===== src/rtl/fp_pkg.sv =====
// Shared constants and state encoding for the FP accumulate sequencer family.
package fp_pkg;

    localparam int          FP_W    = 32;
    localparam logic [31:0] FP_ZERO = 32'h0000_0000;
    localparam logic [31:0] FP_ONE  = 32'h3F80_0000;
    localparam logic [31:0] FP_TWO  = 32'h4000_0000;

    // Cycles after a start pulse during which the adder's done still reflects
    // the previous operation and must not be trusted.
    localparam int ADD_DONE_BLANK = 2;

    typedef enum logic [2:0] {
        IDLE  = 3'd0,
        FIRST = 3'd1,
        NEXT  = 3'd2,
        ISSUE = 3'd3,
        WAIT  = 3'd4,
        OUT   = 3'd5
    } seq_state_t;

endpackage


===== src/rtl/fpadd_accum_seq_if.sv =====
// Bundle of the operand stream, adder control and result stream.
// Handshake: a beat transfers on a rising edge where valid and ready are both
// high; the producer holds data stable while valid && !ready, and the
// consumer may raise or lower ready freely.
interface fpadd_accum_seq_if import fp_pkg::*; #(
    parameter int CNT_W = 16
) ();
    // operand stream into the sequencer
    logic [FP_W-1:0]  in_data;
    logic             in_last;
    logic             in_valid;
    logic             in_ready;
    // adder control / result
    logic             add_start;
    logic [FP_W-1:0]  add_a;
    logic [FP_W-1:0]  add_b;
    logic [FP_W-1:0]  add_sum;
    logic             add_done;
    // packet result stream
    logic [FP_W-1:0]  out_data;
    logic [CNT_W-1:0] out_count;
    logic             out_err;
    logic             out_valid;
    logic             out_ready;

    // Sequencer side
    modport master (
        input  in_data, in_last, in_valid, add_sum, add_done, out_ready,
        output in_ready, add_start, add_a, add_b,
        output out_data, out_count, out_err, out_valid
    );

    // Environment side: operand source, adder and result sink
    modport slave (
        output in_data, in_last, in_valid, add_sum, add_done, out_ready,
        input  in_ready, add_start, add_a, add_b,
        input  out_data, out_count, out_err, out_valid
    );
endinterface


===== src/rtl/fp_op_watchdog.sv =====
// Cycle watchdog for a multi-cycle FP operation: counts enabled cycles since
// clear and flags the last allowed cycle.
module fp_op_watchdog #(
    parameter int WATCHDOG_CYCLES = 64,
    parameter int WD_W            = $clog2(WATCHDOG_CYCLES + 1)
) (
    input  logic            clk,
    input  logic            reset,
    input  logic            clear_i,
    input  logic            enable_i,
    output logic [WD_W-1:0] elapsed_o,
    output logic            expired_o
);
    localparam logic [WD_W-1:0] LIMIT = WD_W'(WATCHDOG_CYCLES - 1);

    logic [WD_W-1:0] cnt_q, cnt_d;

    // Count enabled cycles, saturating on the last allowed one.
    always_comb begin
        cnt_d = cnt_q;
        if (clear_i) begin
            cnt_d = '0;
        end else if (enable_i && (cnt_q != LIMIT)) begin
            cnt_d = cnt_q + WD_W'(1);
        end
    end

    // Counter register.
    always_ff @(posedge clk) begin
        if (reset) begin
            cnt_q <= '0;
        end else begin
            cnt_q <= cnt_d;
        end
    end

    assign elapsed_o = cnt_q;
    // High during the WATCHDOG_CYCLES-th enabled cycle after clear.
    assign expired_o = enable_i && (cnt_q == LIMIT);

endmodule


===== src/rtl/fpadd_accum_seq.sv =====
// Packet accumulator sequencer: feeds a stream of FP32 operands through an
// external multi-cycle adder, keeping the running sum, and emits the packet
// total with its element count and a watchdog error flag.
module fpadd_accum_seq import fp_pkg::*; #(
    parameter int CNT_W           = 16,
    parameter int WATCHDOG_CYCLES = 64
) (
    input  logic                clk,
    input  logic                reset,
    fpadd_accum_seq_if.master   bus,
    output seq_state_t          dbg_state_o
);
    localparam int WD_W = $clog2(WATCHDOG_CYCLES + 1);

    seq_state_t       state_q, state_d;
    logic [FP_W-1:0]  acc_q, acc_d;
    logic [FP_W-1:0]  a_q, a_d;
    logic [FP_W-1:0]  b_q, b_d;
    logic [CNT_W-1:0] cnt_q, cnt_d;
    logic             err_q, err_d;
    logic             last_q, last_d;

    logic             wd_clear;
    logic             wd_enable;
    logic [WD_W-1:0]  wd_elapsed;
    logic             wd_expired;
    logic             done_open;

    fp_op_watchdog #(
        .WATCHDOG_CYCLES (WATCHDOG_CYCLES),
        .WD_W            (WD_W)
    ) u_watchdog (
        .clk       (clk),
        .reset     (reset),
        .clear_i   (wd_clear),
        .enable_i  (wd_enable),
        .elapsed_o (wd_elapsed),
        .expired_o (wd_expired)
    );

    // The adder's done is only believed once its start has been registered.
    assign done_open = (wd_elapsed >= WD_W'(ADD_DONE_BLANK));

    // Next-state and datapath selection.
    always_comb begin
        state_d   = state_q;
        acc_d     = acc_q;
        a_d       = a_q;
        b_d       = b_q;
        cnt_d     = cnt_q;
        err_d     = err_q;
        last_d    = last_q;
        wd_clear  = 1'b0;
        wd_enable = 1'b0;
        case (state_q)
            IDLE: begin
                state_d = FIRST;
            end
            FIRST: begin
                if (bus.in_valid) begin
                    acc_d   = bus.in_data;
                    cnt_d   = CNT_W'(1);
                    err_d   = 1'b0;
                    state_d = bus.in_last ? OUT : NEXT;
                end
            end
            NEXT: begin
                if (bus.in_valid) begin
                    a_d     = acc_q;
                    b_d     = bus.in_data;
                    last_d  = bus.in_last;
                    cnt_d   = (&cnt_q) ? cnt_q : cnt_q + CNT_W'(1);
                    state_d = ISSUE;
                end
            end
            ISSUE: begin
                wd_clear = 1'b1;
                state_d  = WAIT;
            end
            WAIT: begin
                wd_enable = 1'b1;
                if (bus.add_done && done_open) begin
                    acc_d   = bus.add_sum;
                    state_d = last_q ? OUT : NEXT;
                end else if (wd_expired) begin
                    // Adder is stuck: report the partial sum and drop the op.
                    err_d   = 1'b1;
                    state_d = OUT;
                end
            end
            OUT: begin
                if (bus.out_ready) begin
                    state_d = FIRST;
                end
            end
            default: begin
                state_d = IDLE;
            end
        endcase
    end

    // State and datapath registers.
    always_ff @(posedge clk) begin
        if (reset) begin
            state_q <= IDLE;
            acc_q   <= FP_ZERO;
            a_q     <= FP_ZERO;
            b_q     <= FP_ZERO;
            cnt_q   <= '0;
            err_q   <= 1'b0;
            last_q  <= 1'b0;
        end else begin
            state_q <= state_d;
            acc_q   <= acc_d;
            a_q     <= a_d;
            b_q     <= b_d;
            cnt_q   <= cnt_d;
            err_q   <= err_d;
            last_q  <= last_d;
        end
    end

    assign bus.in_ready  = (state_q == FIRST) || (state_q == NEXT);
    assign bus.add_start = (state_q == ISSUE);
    assign bus.add_a     = a_q;
    assign bus.add_b     = b_q;
    assign bus.out_valid = (state_q == OUT);
    assign bus.out_data  = acc_q;
    assign bus.out_count = cnt_q;
    assign bus.out_err   = err_q;
    assign dbg_state_o   = state_q;

endmodule


===== src/flat_wrapper.sv =====
// flat-port wrapper written by rule: the top's interface ports become plain ports
module fpadd_accum_seq_flat import fp_pkg::*;
#(
    parameter int CNT_W           = 16,
    parameter int WATCHDOG_CYCLES = 64
)
  (clk, reset, dbg_state_o, bus_in_data, bus_in_last, bus_in_valid, bus_add_sum, bus_add_done, bus_out_ready, bus_in_ready, bus_add_start, bus_add_a, bus_add_b, bus_out_data, bus_out_count, bus_out_err, bus_out_valid);
  fpadd_accum_seq_if #(.CNT_W(CNT_W)) bus_i ();
  input  logic clk;
  input  logic reset;
  output seq_state_t dbg_state_o;
  input wire logic [$bits(bus_i.in_data)-1:0] bus_in_data;
  input wire logic [$bits(bus_i.in_last)-1:0] bus_in_last;
  input wire logic [$bits(bus_i.in_valid)-1:0] bus_in_valid;
  input wire logic [$bits(bus_i.add_sum)-1:0] bus_add_sum;
  input wire logic [$bits(bus_i.add_done)-1:0] bus_add_done;
  input wire logic [$bits(bus_i.out_ready)-1:0] bus_out_ready;
  output wire logic [$bits(bus_i.in_ready)-1:0] bus_in_ready;
  output wire logic [$bits(bus_i.add_start)-1:0] bus_add_start;
  output wire logic [$bits(bus_i.add_a)-1:0] bus_add_a;
  output wire logic [$bits(bus_i.add_b)-1:0] bus_add_b;
  output wire logic [$bits(bus_i.out_data)-1:0] bus_out_data;
  output wire logic [$bits(bus_i.out_count)-1:0] bus_out_count;
  output wire logic [$bits(bus_i.out_err)-1:0] bus_out_err;
  output wire logic [$bits(bus_i.out_valid)-1:0] bus_out_valid;
  assign bus_i.in_data = bus_in_data;
  assign bus_i.in_last = bus_in_last;
  assign bus_i.in_valid = bus_in_valid;
  assign bus_i.add_sum = bus_add_sum;
  assign bus_i.add_done = bus_add_done;
  assign bus_i.out_ready = bus_out_ready;
  assign bus_in_ready = bus_i.in_ready;
  assign bus_add_start = bus_i.add_start;
  assign bus_add_a = bus_i.add_a;
  assign bus_add_b = bus_i.add_b;
  assign bus_out_data = bus_i.out_data;
  assign bus_out_count = bus_i.out_count;
  assign bus_out_err = bus_i.out_err;
  assign bus_out_valid = bus_i.out_valid;
  fpadd_accum_seq #(.CNT_W(CNT_W), .WATCHDOG_CYCLES(WATCHDOG_CYCLES)) u_core (.clk(clk), .reset(reset), .bus(bus_i), .dbg_state_o(dbg_state_o));
endmodule

===== config.mk =====
export PLATFORM = sky130hd
export DESIGN_NAME = fpadd_accum_seq_flat
export DESIGN_NICKNAME = d
export VERILOG_FILES = /design/src/rtl/fp_pkg.sv /design/src/rtl/fpadd_accum_seq_if.sv /design/src/rtl/fp_op_watchdog.sv /design/src/rtl/fpadd_accum_seq.sv /design/src/flat_wrapper.sv
export SDC_FILE = /design/constraint.sdc
export NUM_CORES = 1
export LEC_CHECK = 0
export ABC_AREA = 0
export BUFFER_PORTS_ARGS = -buffer_cell sky130_fd_sc_hd__buf_2
export CORE_AREA = 2 2 147 149
export CTS_CLUSTER_SIZE = 14
export DETAILED_ROUTE_END_ITERATION = 7
export DIE_AREA = 0 0 149 151
export PLACE_DENSITY = 0.5
export SLEW_MARGIN = 15
export SYNTH_ARGS = -nofsm -noshare
export SYNTH_HDL_FRONTEND = slang
export SYNTH_SLANG_ARGS = --single-unit

===== constraint.sdc =====
create_clock -name clk -period 4.25 [get_ports clk]
set_input_delay 0.2125 -clock clk [delete_from_list [all_inputs] [get_ports clk]]
set_output_delay 0.2125 -clock clk [all_outputs]
set_load 0.01 [all_outputs]

==> results of run 1 <==
==> registers in the layout, indices dropped and copies added (netlist names) <==
name and count:
u_core.dbg_state_o 3, u_core.bus.add_b 32, u_core.bus.add_a 32, u_core.bus.out_data 32
u_core.bus.out_err 1, u_core.last_q 1, u_core.bus.out_count 16, u_core.u_watchdog.elapsed_o 7
==> cells in the mapped netlist, drive strengths merged, types with 2 or more instances <==
library cell and instances:
nor2 44, buf 13, nor2b 35, nand3 7, dfxtp 124, or2 2, inv 7, ha 3
or3 12, nor3b 3, nor4bb 2, o31ai 3, nand4 6, a2111o 3, and3 2, nand2b 3
o311ai 2, mux2i 42, or4 3, a21oi 76, o21a 5, xor2 3, o41ai 2, and4 3
mux2 32, a211oi 9, and2 2, o21ai 7, nor3 3, nand2 149, clkbuf 33
==> cells by family (layout without fill, tap and decap cells) <==
logic type | Yosys count | count (layout)
AOI/OAI and AO/OA | 119 | 119
buffers and inverters | 53 | 235
xor gates and xnor gates | 4 | 4
muxes | 74 | 74
and+or+nand+nor | 278 | 278
DFF | 124 | 124
adders and majority gates | 3 | 3
==> final cells by class <==
class / instances / area [µm²]
Clock buffer: 18 / 429
Clock inverter: 14 / 135
Fill cell: 2217 / 13400
Inverter: 7 / 26.3
Multi-Input combinational cell: 478 / 3010
Sequential cell: 124 / 2480
Tap cell: 275 / 344
Timing Repair Buffer: 196 / 1000
==> worst max-delay path, cell delays in order, from the launching register on <==
cell and delay (ps):
dfxtp_1 380, inv_1 60, ha_1 190, or4_4 420, o41ai_4 410, a211o_4 600
mux2_2 400
==> per-stage QoR <==
stage | total power (µW) | std cells | setup WS (ps) | area, µm² | utilization (%)
after global routing | 4330 | 1112 | 1440 | 7430 | 35.7
after CTS | 4160 | 1112 | 1570 | 7430 | 35.7
after floorplan | 2390 | 655 | 2070 | 5730 | -
final | 4080 | 1112 | 1640 | 7430 | 35.7
after global placement | 2730 | 1080 | 1620 | 6870 | 33.0
after detailed placement | 2730 | 1080 | 1560 | 6870 | 33.0
==> power breakdown <==
part	leakage (µW)	switching (µW)	internal, µW
clock network	0.000270	591	817
registers	0.00100	159	1320
logic	0.00190	618	580
==> metal layers <==
layer	vias up	share of wire, %	GRT usage [%]
met5	-	0	0
met2	113	46	23.0
met4	0	1.4	5.14
li1	2592	-	-
met3	16	4.6	3.67
met1	2361	48	19.2
==> path summary, 6_finish.rpt <==
kind / endpoint / start / cells past startpoint / slack [ps]
worst min-delay path: u_core.bus.add_b[30]$_SDFFE_PP0P_ / bus_in_data[30] / 3 / 40
worst min register to register: u_core.bus.add_a[26]$_SDFFE_PP0P_ / u_core.bus.add_a[26]$_SDFFE_PP0P_ / 2 / 450
worst max register to register: u_core.bus.out_data[31]$_SDFFE_PP0P_ / u_core.u_watchdog.elapsed_o[0]$_SDFFE_PP0P_ / 6 / 1640
worst max-delay path: u_core.bus.out_data[31]$_SDFFE_PP0P_ / u_core.u_watchdog.elapsed_o[0]$_SDFFE_PP0P_ / 6 / 1640
==> flow_metrics.py, run 1 <==
metrics = {
    "outcome": {
        "run_status": "completed",
    },
    "synth": {
        "ys_async_sr_fraction_pct": 0,
        "synth-compound-area-share_pct": 13.0,
        "postSynth.topFlopCell": "dfxtp_1",
        "post_synth_xor_area_fraction_pct": 0.611,
        "synth.yosys.seq_area_share_pct": 43.3,
        "yosys_warnings": 0,
        "postSynthCellCount": 655,
        "syn-mean-instance-area_um2": 8.75,
        "post-synth-top-area-cell": "dfxtp_1",
        "post_synth_instance_area_um2": 5730,
        "synth_top_family_by_area": "simple AND/OR/NAND/NOR gates",
        "synthTopCellsByArea": "dfxtp_1 43%, nand2_1 9.8%, mux2_4 7.9%",
        "mappedNetlistNets": 728,
        "yosys.area_share.adder_pct": 0.655,
        "yosys.area_share.simple_pct": 22.4,
        "synthMuxAreaShare_pct": 15.6,
        "flop_and_latch_count_out_of_synthesis": 124,
        "synthDominantCellAreaShare_pct": 43.3,
        "synth-edff-count": 0,
        "post_synth_num_cell_types": 54,
    },
    "clocking": {
        "htreeDepth": 4,
        "cts_root_buffer": "clkbuf_16",
        "clock-sinks": 124,
        "post_cts.resized_instances": 0,
        "tritoncts": "done",
        "clkSlewWorstSetupHoldPaths_ps": 60,
        "number_of_setup_buffers_added_after_cts": 0,
        "clock_latency_on_the_worst_skew_pair_ps": 410,
        "max-clock-path-buffers": 2,
        "postCtsHoldBufs": 0,
        "numCtsBuffers": 17,
    },
    "final_layout": {
        "mostFrequentLayoutCell": "buf_2",
        "post_route_cells_drive_above_1_share_pct": 32.5,
        "area_growth_syn_to_layout_pct": 29.6,
        "final_cell_mix": "187 x buf_2, 149 x nand2_1, 124 x dfxtp_1",
        "count_of_antenna_diodes_in_the_layout": 0,
        "final_nets": 897,
    },
    "worst_setup_path": {
        "worst_ep_required_time_ps": 4540,
        "end_kind": "flop",
        "critical_path_class": "reg -> reg",
        "critical_path.startpoint_type": "flop",
        "path_max_fanout": 32,
        "worst_ep_arrival_time_ps": 2910,
    },
    "sta": {
        "hold_violations": 0,
        "tightestPinTransition_ps": 1080,
        "final_period_minus_worst_setup_slack_ps": 2610,
        "final.hold.worst_slack_ps": 43.0,
        "final-max-slew-violation-count": 0,
        "max_clock_freq_ghz": 0.383,
        "worst_slew_margin_rel_pct": 27.9,
        "fin_setup_tns_ps": 0,
        "setup_viol_count_final": 0,
        "rsz0062_at_grt": "no",
        "timing.final.crit_share_pct": 61.5,
        "worst_clk_skew_ps": 11.0,
    },
    "grt": {
        "globalRouteTotalUtil_pct": 14.5,
        "leftover_overflow_at_the_end_of_global_routing": 0,
        "grt_pass1_wl_mm": 25.5,
        "first_global_vias": 4726,
        "number_of_antenna_violations_at_the_first_check_in_global_routing": 0,
        "grt_max_degree": 85,
    },
    "drt": {
        "totalWireLength_mm": 16.2,
        "detailroute.via_count": 5082,
        "wl_per_cell_um": 14.6,
        "drcViolationCount": 0,
        "first_iter_violations": 168,
        "route.detailed.vias_per_inst": 4.57,
        "route.antenna.remaining_nets": 0,
        "drt_first_pass_iters": 4,
    },
    "power_and_ir_drop": {
        "peakVddDrop_v": 0.000265,
        "power_leakage_uw": 0.00318,
        "powerDensity_nw_per_um2": 549,
    },
    "floorplanning": {
        "ioPinCount": 189,
        "die_height_um": 151,
        "fp.dieArea_um2": 22500,
        "chipWidth_um": 149,
        "core_um2": 20800,
        "placementRows": 53,
        "initial_utilization_pct": 27.5,
    },
    "flow_run": {
        "maxCapViolations": 0,
    },
    "placement": {
        "hpwlAfterDp_mm": 10.9,
        "numPortBuffers": 188,
        "gpl_wtd_cong": 0.743,
    },
    "min_path": {
        "worst_hold_path_type": "in -> reg",
    },
}
Note: power is estimated with default switching activity, not from simulation.
==> run 2: changes to the inputs <==
--- a/config.mk
+++ b/config.mk
@@ -5,12 +5,12 @@
 export SDC_FILE = /design/constraint.sdc
 export NUM_CORES = 1
 export LEC_CHECK = 0
-export ABC_AREA = 0
+export ABC_AREA = 1
 export BUFFER_PORTS_ARGS = -buffer_cell sky130_fd_sc_hd__buf_2
-export CORE_AREA = 2 2 147 149
+export CORE_AREA = 2 2 145 147
 export CTS_CLUSTER_SIZE = 14
 export DETAILED_ROUTE_END_ITERATION = 7
-export DIE_AREA = 0 0 149 151
+export DIE_AREA = 0 0 147 149
 export PLACE_DENSITY = 0.5
 export SLEW_MARGIN = 15
 export SYNTH_ARGS = -nofsm -noshare
==> constraint.sdc (replaced) <==
create_clock -name clk -period 2.6 [get_ports clk]
set_input_delay 0.13 -clock clk [delete_from_list [all_inputs] [get_ports clk]]
set_output_delay 0.13 -clock clk [all_outputs]
set_load 0.01 [all_outputs]
==> run 2 against run 1 <==
  * Setup slack worse by 990 ps
  * Die area down 2.6%
  * Sequential cell count is the same
  * Critical path depth up 3
  * Maximum frequency rose by 34%
  * Final area up 2.4%
  * First-iteration DRC count grew 32%
  * Final cell count increased by 16%
  * Clock power is 63% higher
  * Register-to-register slack worse by 990 ps
  * Sequential power rose by 66%
==> flow_metrics.py, run 2 <==
metrics = {
    "outcome": {
        "run_status": "completed",
    },
    "drt": {
        "drcViolationCount": 0,
        "first_iter_violations": 221,
        "totalWireLength_mm": 19.4,
        "detailroute.via_count": 5874,
        "route.antenna.remaining_nets": 0,
        "route.detailed.vias_per_inst": 4.56,
        "drt_first_pass_iters": 4,
        "wl_per_cell_um": 15.1,
    },
    "clocking": {
        "max-clock-path-buffers": 2,
        "clkSlewWorstSetupHoldPaths_ps": 50,
        "number_of_setup_buffers_added_after_cts": 0,
        "clock_latency_on_the_worst_skew_pair_ps": 420,
        "clock-sinks": 124,
        "htreeDepth": 4,
        "tritoncts": "done",
        "cts_root_buffer": "clkbuf_16",
        "numCtsBuffers": 17,
    },
    "worst_setup_path": {
        "end_kind": "flop",
        "critical_path.startpoint_type": "flop",
        "critical_path_class": "reg -> reg",
        "worst_ep_required_time_ps": 2940,
        "critical_path.slowest_cell": "nand2_4",
        "worst_ep_arrival_time_ps": 2300,
        "cp_cell_sequence": "inv_1 -> ha_1 -> nor2_1 -> nand4_1 -> nand2_1 -> nand2_2 -> nand2_4 -> nand2_1 -> a21oi_1",
        "worst_path_most_repeated_cell": "nand2_1",
        "path_max_fanout": 32,
        "crit_path_max_cell_delay_ps": 410,
    },
    "synth": {
        "synthMostInstantiatedCell": "nand2_1",
        "flop_and_latch_count_out_of_synthesis": 124,
        "mappedNetlistNets": 877,
        "postSynthCellCount": 804,
        "synth-compound-area-share_pct": 12.2,
        "ys_async_sr_fraction_pct": 0,
        "synth_top_family_by_area": "simple AND/OR/NAND/NOR gates",
        "yosys_warnings": 0,
        "syn-mean-instance-area_um2": 6.97,
        "post_synth_instance_area_um2": 5610,
        "yosys.area_share.simple_pct": 34.7,
        "synth-edff-count": 0,
        "synthTopCellsByArea": "dfxtp_1 44%, nand2_1 17%, a21oi_1 10%",
        "post_synth_xor_area_fraction_pct": 0.312,
        "synth.yosys.seq_area_share_pct": 44.3,
        "yosys.area_share.adder_pct": 0.669,
        "post-synth-top-area-cell": "dfxtp_1",
        "postSynth.topFlopCell": "dfxtp_1",
        "synthDominantCellAreaShare_pct": 44.3,
        "synthMuxAreaShare_pct": 0,
        "most_numerous_cell_types_in_the_synthesized_netlist": "261 x nand2_1, 124 x dfxtp_1, 116 x a21oi_1",
        "post_synth_num_cell_types": 32,
    },
    "power_and_ir_drop": {
        "powerDensity_nw_per_um2": 888,
        "peakVddDrop_v": 0.000477,
        "power_leakage_uw": 0.00334,
        "power_uw": 6750,
    },
    "final_layout": {
        "final_cell_mix": "261 x nand2_1, 187 x buf_2, 124 x dfxtp_1",
        "stdcell_count": 1287,
        "postLayoutCoreUtil_pct": 37.0,
        "count_of_antenna_diodes_in_the_layout": 0,
        "post_route_cells_drive_above_1_share_pct": 25.7,
        "mostFrequentLayoutCell": "nand2_1",
        "final_nets": 1072,
        "fill_cells": 2242,
        "area_growth_syn_to_layout_pct": 35.7,
    },
    "grt": {
        "grt_max_degree": 65,
        "leftover_overflow_at_the_end_of_global_routing": 0,
        "grt_pass1_wl_mm": 30.5,
        "number_of_antenna_violations_at_the_first_check_in_global_routing": 1,
        "first_global_vias": 5804,
        "globalRouteTotalUtil_pct": 17.7,
    },
    "sta": {
        "postLayoutSetupSlackWorst_ps": 645,
        "setup_viol_count_final": 0,
        "tightestPinTransition_ps": 656,
        "hold_violations": 0,
        "worst_clk_skew_ps": 9.90,
        "max_clock_freq_ghz": 0.511,
        "rsz0062_at_grt": "no",
        "timing.final.crit_share_pct": 75.2,
        "worst_slew_margin_rel_pct": 56.2,
        "final_period_minus_worst_setup_slack_ps": 1960,
        "final-max-slew-violation-count": 0,
        "fin_setup_tns_ps": 0,
    },
    "floorplanning": {
        "initial_utilization_pct": 27.3,
        "core_um2": 20600,
        "chipWidth_um": 147,
        "die_height_um": 149,
        "ioPinCount": 189,
        "placementRows": 53,
        "fp.dieArea_um2": 21900,
    },
    "placement": {
        "gpl_wtd_cong": 0.835,
        "numPortBuffers": 188,
        "dp_slack_ps": 663,
        "placed_cells": 1225,
        "hpwlAfterDp_mm": 13.0,
    },
    "flow_run": {
        "maxCapViolations": 0,
    },
    "min_path": {
        "worst_hold_path_type": "in -> reg",
    },
}
run 2: cell types whose count changed after synthesis, moves of 30 or more:
cell and delta:
mux2_4 -30, nor2b_1 -35, mux2i_1 -42, nand3_1 +107
nand2_1 +112, a21oi_1 +40
run 2: cell type report:
cell class                 count  area, µm²  area share (%)
multi-input combinational    585       2680            35.3
sequential                   124       2480            32.6
timing repair buffer         226       1350            17.8
clock buffer                  20        457            6.00
tap                          275        344            4.52
inverter                      45        176            2.32
clock inverter                12        114            1.50
run 2: metal layers:
layer,vias up,track usage [%],wire length [µm]
met4,0,6.83,486
li1,3014,-,-
met2,191,27.6,8630
met3,28,6.42,1620
met1,2641,22.5,8640
met5,-,0,0
run 2: cell families (layout without fill, tap and decap cells):
logic type	count (synthesis)	after routing
and+or+nand+nor	449	449
AOI/OAI and AO/OA	131	131
DFF	124	124
xor gates and xnor gates	2	2
buffers and inverters	95	303
adders and majority gates	3	3
run 2: path summary, 6_finish.rpt:
| kind | startpoint | to | slack [ps] | cells past startpoint |
|---|---|---|---|---|
| worst max-delay path | u_core.u_watchdog.elapsed_o[0]$_SDFFE_PP0P_ | u_core.bus.out_data[3]$_SDFFE_PP0P_ | 640 | 9 |
| worst min-delay path | bus_in_data[2] | u_core.bus.add_b[2]$_SDFFE_PP0P_ | 20 | 3 |
| worst max register to register | u_core.u_watchdog.elapsed_o[0]$_SDFFE_PP0P_ | u_core.bus.out_data[3]$_SDFFE_PP0P_ | 640 | 9 |
| worst min register to register | u_core.bus.add_a[20]$_SDFFE_PP0P_ | u_core.bus.add_a[20]$_SDFFE_PP0P_ | 460 | 2 |
run 2: what timing repair did:
action	in CTS	in global routing
hold buffers	30	0
resized for setup	0	0
endpoints found under the setup margin	0	0
endpoints found under the hold margin	30	0
run 2: metrics by stage:
stage               hold slack [ps]  area [µm²]
finish                         15.3        7610
global route                   14.0        7610
CTS                            4.20        7610
detailed placement              419        6740
global placement                418        6740
floorplan                       295        5610
run 2: critical path: cells and delay by family, from the launching register on:
kind                     cells  cell delay (ps)
AND/OR/NAND/NOR              6             1100
flip-flops                   1              370
adder cells (fa/ha/maj)      1              190
AO/OA/AOI/OAI                1              130
buffers and inverters        1               70
run 2: where the power goes:
| group | total [µW] | switching (µW) | internal, µW |
|---|---|---|---|
| clock network | 2300 | 929 | 1370 |
| registers | 2450 | 257 | 2190 |
| logic | 2010 | 1330 | 680 |
==> run 3: changes to the inputs <==
--- a/config.mk
+++ b/config.mk
@@ -5,12 +5,12 @@
 export SDC_FILE = /design/constraint.sdc
 export NUM_CORES = 1
 export LEC_CHECK = 0
-export ABC_AREA = 1
+export ABC_AREA = 0
 export BUFFER_PORTS_ARGS = -buffer_cell sky130_fd_sc_hd__buf_2
-export CORE_AREA = 2 2 145 147
+export CORE_AREA = 2 2 147 149
 export CTS_CLUSTER_SIZE = 14
 export DETAILED_ROUTE_END_ITERATION = 7
-export DIE_AREA = 0 0 147 149
+export DIE_AREA = 0 0 149 151
 export PLACE_DENSITY = 0.5
 export SLEW_MARGIN = 15
 export SYNTH_ARGS = -nofsm -noshare
==> constraint.sdc (replaced) <==
create_clock -name clk -period 1.8 [get_ports clk]
set_input_delay 0.09 -clock clk [delete_from_list [all_inputs] [get_ports clk]]
set_output_delay 0.09 -clock clk [all_outputs]
set_load 0.01 [all_outputs]
==> run 3 against run 2 <==
  * The flow now finishes with violations (setup timing)
  * Non-clock buffer count rose by 57
  * Clock skew about the same
  * Critical path depth shrank 2
  * Global-route usage decreased by 2.2 points
  * Highest routed layer unchanged
==> flow_metrics.py, run 3 (synthesis results as in run 1) <==
metrics = {
    "power_and_ir_drop": {
        "clock_power_share_pct": 33.1,
        "sequentialPowerShare_pct": 32.3,
        "intPower_uw": 7220,
        "peakVddDrop_v": 0.000646,
        "comb_power_share_pct": 34.6,
        "power_leakage_uw": 0.00368,
        "swShare_pct": 31.9,
        "power.net_switching_uw": 3380,
        "powerDensity_nw_per_um2": 1260,
    },
    "final_layout": {
        "area_growth_syn_to_layout_pct": 47.0,
        "multi_input_area_um2": 3090,
        "final_nets": 984,
        "final_cell_mix": "187 x buf_2, 149 x nand2_1, 119 x dfxtp_1",
        "count_of_antenna_diodes_in_the_layout": 0,
        "postLayoutCoreUtil_pct": 40.5,
        "area.sequential_um2": 2490,
        "mostFrequentLayoutCell": "buf_2",
        "stdcell_count": 1199,
        "fill_cells": 2146,
        "post_route_cells_drive_above_1_share_pct": 37.2,
        "final_area_um2": 8430,
    },
    "worst_setup_path": {
        "worst_r2r_endpoint": "u_core.bus.out_data[12]$_SDFFE_PP0P_",
        "path_max_fanout": 15,
        "end_kind": "flop",
        "ff2ff_setup_slack_ps": -250,
        "timing.rr.start": "u_core.u_watchdog.elapsed_o[0]$_SDFFE_PP0P_",
        "worst_ep_arrival_time_ps": 2350,
        "critical_path_class": "reg -> reg",
        "worstRegToRegCells": 7,
        "critical_path.startpoint_type": "flop",
        "worst_ep_required_time_ps": 2100,
    },
    "drt": {
        "route.antenna.remaining_nets": 0,
        "drt_first_pass_iters": 4,
        "first_iter_violations": 200,
        "wl_per_cell_um": 14.6,
        "route.detailed.vias_per_inst": 4.46,
        "drcViolationCount": 0,
        "detailroute.via_count": 5347,
        "totalWireLength_mm": 17.5,
    },
    "floorplanning": {
        "core_um2": 20800,
        "die_height_um": 151,
        "initial_utilization_pct": 27.5,
        "placementRows": 53,
        "ioPinCount": 189,
        "fp.dieArea_um2": 22500,
        "chipWidth_um": 149,
    },
    "clocking": {
        "tritoncts": "done",
        "cts_root_buffer": "clkbuf_16",
        "clkSlewWorstSetupHoldPaths_ps": 60,
        "max-clock-path-buffers": 2,
        "numCtsBuffers": 17,
        "htreeDepth": 4,
        "clock_latency_on_the_worst_skew_pair_ps": 410,
        "clock-sinks": 124,
    },
    "sta": {
        "worst_clk_skew_ps": 9.52,
        "postLayoutSetupSlackWorst_ps": -249,
        "final_period_minus_worst_setup_slack_ps": 2050,
        "hold_violations": 0,
        "tightestPinTransition_ps": 410,
        "setup_viol_count_final": 32,
        "max_clock_freq_ghz": 0.488,
        "worst_slew_margin_rel_pct": 72.3,
        "timing.final.crit_share_pct": 114,
        "rsz0062_at_grt": "yes",
        "final-max-slew-violation-count": 0,
    },
    "outcome": {
        "violations": "setup timing",
        "run_status": "finished with violations",
    },
    "placement": {
        "hpwlAfterDp_mm": 12.1,
        "numPortBuffers": 188,
        "placed_area_um2": 7400,
        "placed_cells": 1132,
        "gpl_wtd_cong": 0.754,
    },
    "grt": {
        "number_of_antenna_violations_at_the_first_check_in_global_routing": 0,
        "leftover_overflow_at_the_end_of_global_routing": 0,
        "grt_pass1_wl_mm": 27.3,
        "global_route.usage.met1_pct": 20.5,
        "grt_use_met2_pct": 24.4,
        "grt_max_degree": 80,
        "first_global_vias": 5096,
        "top_usage_layer": "met2",
        "gr-usage-met3_pct": 4.16,
        "globalRouteTotalUtil_pct": 15.5,
    },
    "min_path": {
        "hold_start": "bus_add_sum[23]",
        "worstHoldEndpoint": "u_core.bus.out_data[23]$_SDFFE_PP0P_",
        "min_path_cells": 4,
        "worst_hold_path_type": "in -> reg",
    },
    "flow_run": {
        "maxCapViolations": 0,
    },
}
[run 3: area by class of cell]
type | count | area share (%)
timing repair buffer | 283 | 22.3
sequential | 124 | 29.5
tap | 275 | 4.08
inverter | 7 | 0.312
clock inverter | 12 | 1.60
clock buffer | 20 | 5.53
multi-input combinational | 478 | 36.6
[run 3: layer usage]
layer  vias to the layer above  part of all wire [%]
met3                        17                   5.1
li1                       2753                     -
met2                       132                    47
met5                         -                     0
met4                         0                   1.4
met1                      2445                    47
[run 3: worst max-delay path: stages (launching register included)]
cell	delay (ps)
dfxtp_2	330
inv_2	40
ha_4	140
or4_4	420
o41ai_4	250
a211o_4	250
buf_12	180
mux2_4	310
[run 3: how the worst max path moves through the flow]
stage	depth (start not counted)	endpoint	from	slack, ps
5_1_grt	7	u_core.bus.out_data[12]$_SDFFE_PP0P_	u_core.u_watchdog.elapsed_o[0]$_SDFFE_PP0P_	-300
3_3_place_gp	7	u_core.bus.out_data[12]$_SDFFE_PP0P_	u_core.u_watchdog.elapsed_o[0]$_SDFFE_PP0P_	-260
2_1_floorplan	7	u_core.bus.out_data[10]$_SDFFE_PP0P_	u_core.u_watchdog.elapsed_o[0]$_SDFFE_PP0P_	-320
6_report	7	u_core.bus.out_data[12]$_SDFFE_PP0P_	u_core.u_watchdog.elapsed_o[0]$_SDFFE_PP0P_	-250
4_1_cts	7	u_core.bus.out_data[11]$_SDFFE_PP0P_	u_core.u_watchdog.elapsed_o[0]$_SDFFE_PP0P_	-270
3_5_place_dp	7	u_core.bus.out_data[7]$_SDFFE_PP0P_	u_core.u_watchdog.elapsed_o[0]$_SDFFE_PP0P_	-280
[run 3: timing repair]
item,4_1_cts,5_1_grt
gates resized for setup,5,20
endpoints found under the setup margin,38,50
hold buffers,34,0
endpoints found under the hold margin,34,0
pin swaps,1,0
setup buffers,0,1
gates cloned,0,0
[run 3: power groups by stage]
stage | registers [µW] | clock network, µW | logic (µW)
global route | 3490 | 3740 | 3980
detailed placement | 3470 | 0 | 3540
global placement | 3470 | 0 | 3510
CTS | 3430 | 3610 | 3640
floorplan | 3570 | 0 | 2090
finish | 3430 | 3510 | 3670
[run 3: per-stage QoR]
step                hold WS [ps]  setup TNS, ps  setup WS (ps)  total power (µW)
floorplan                    226         -10140           -323              5670
detailed placement           349          -7980           -282              7010
CTS                         39.0          -7450           -275             10700
finish                      51.8          -6740           -249             10600
global route                50.8          -8150           -302             11200
global placement             344          -7580           -257              6990
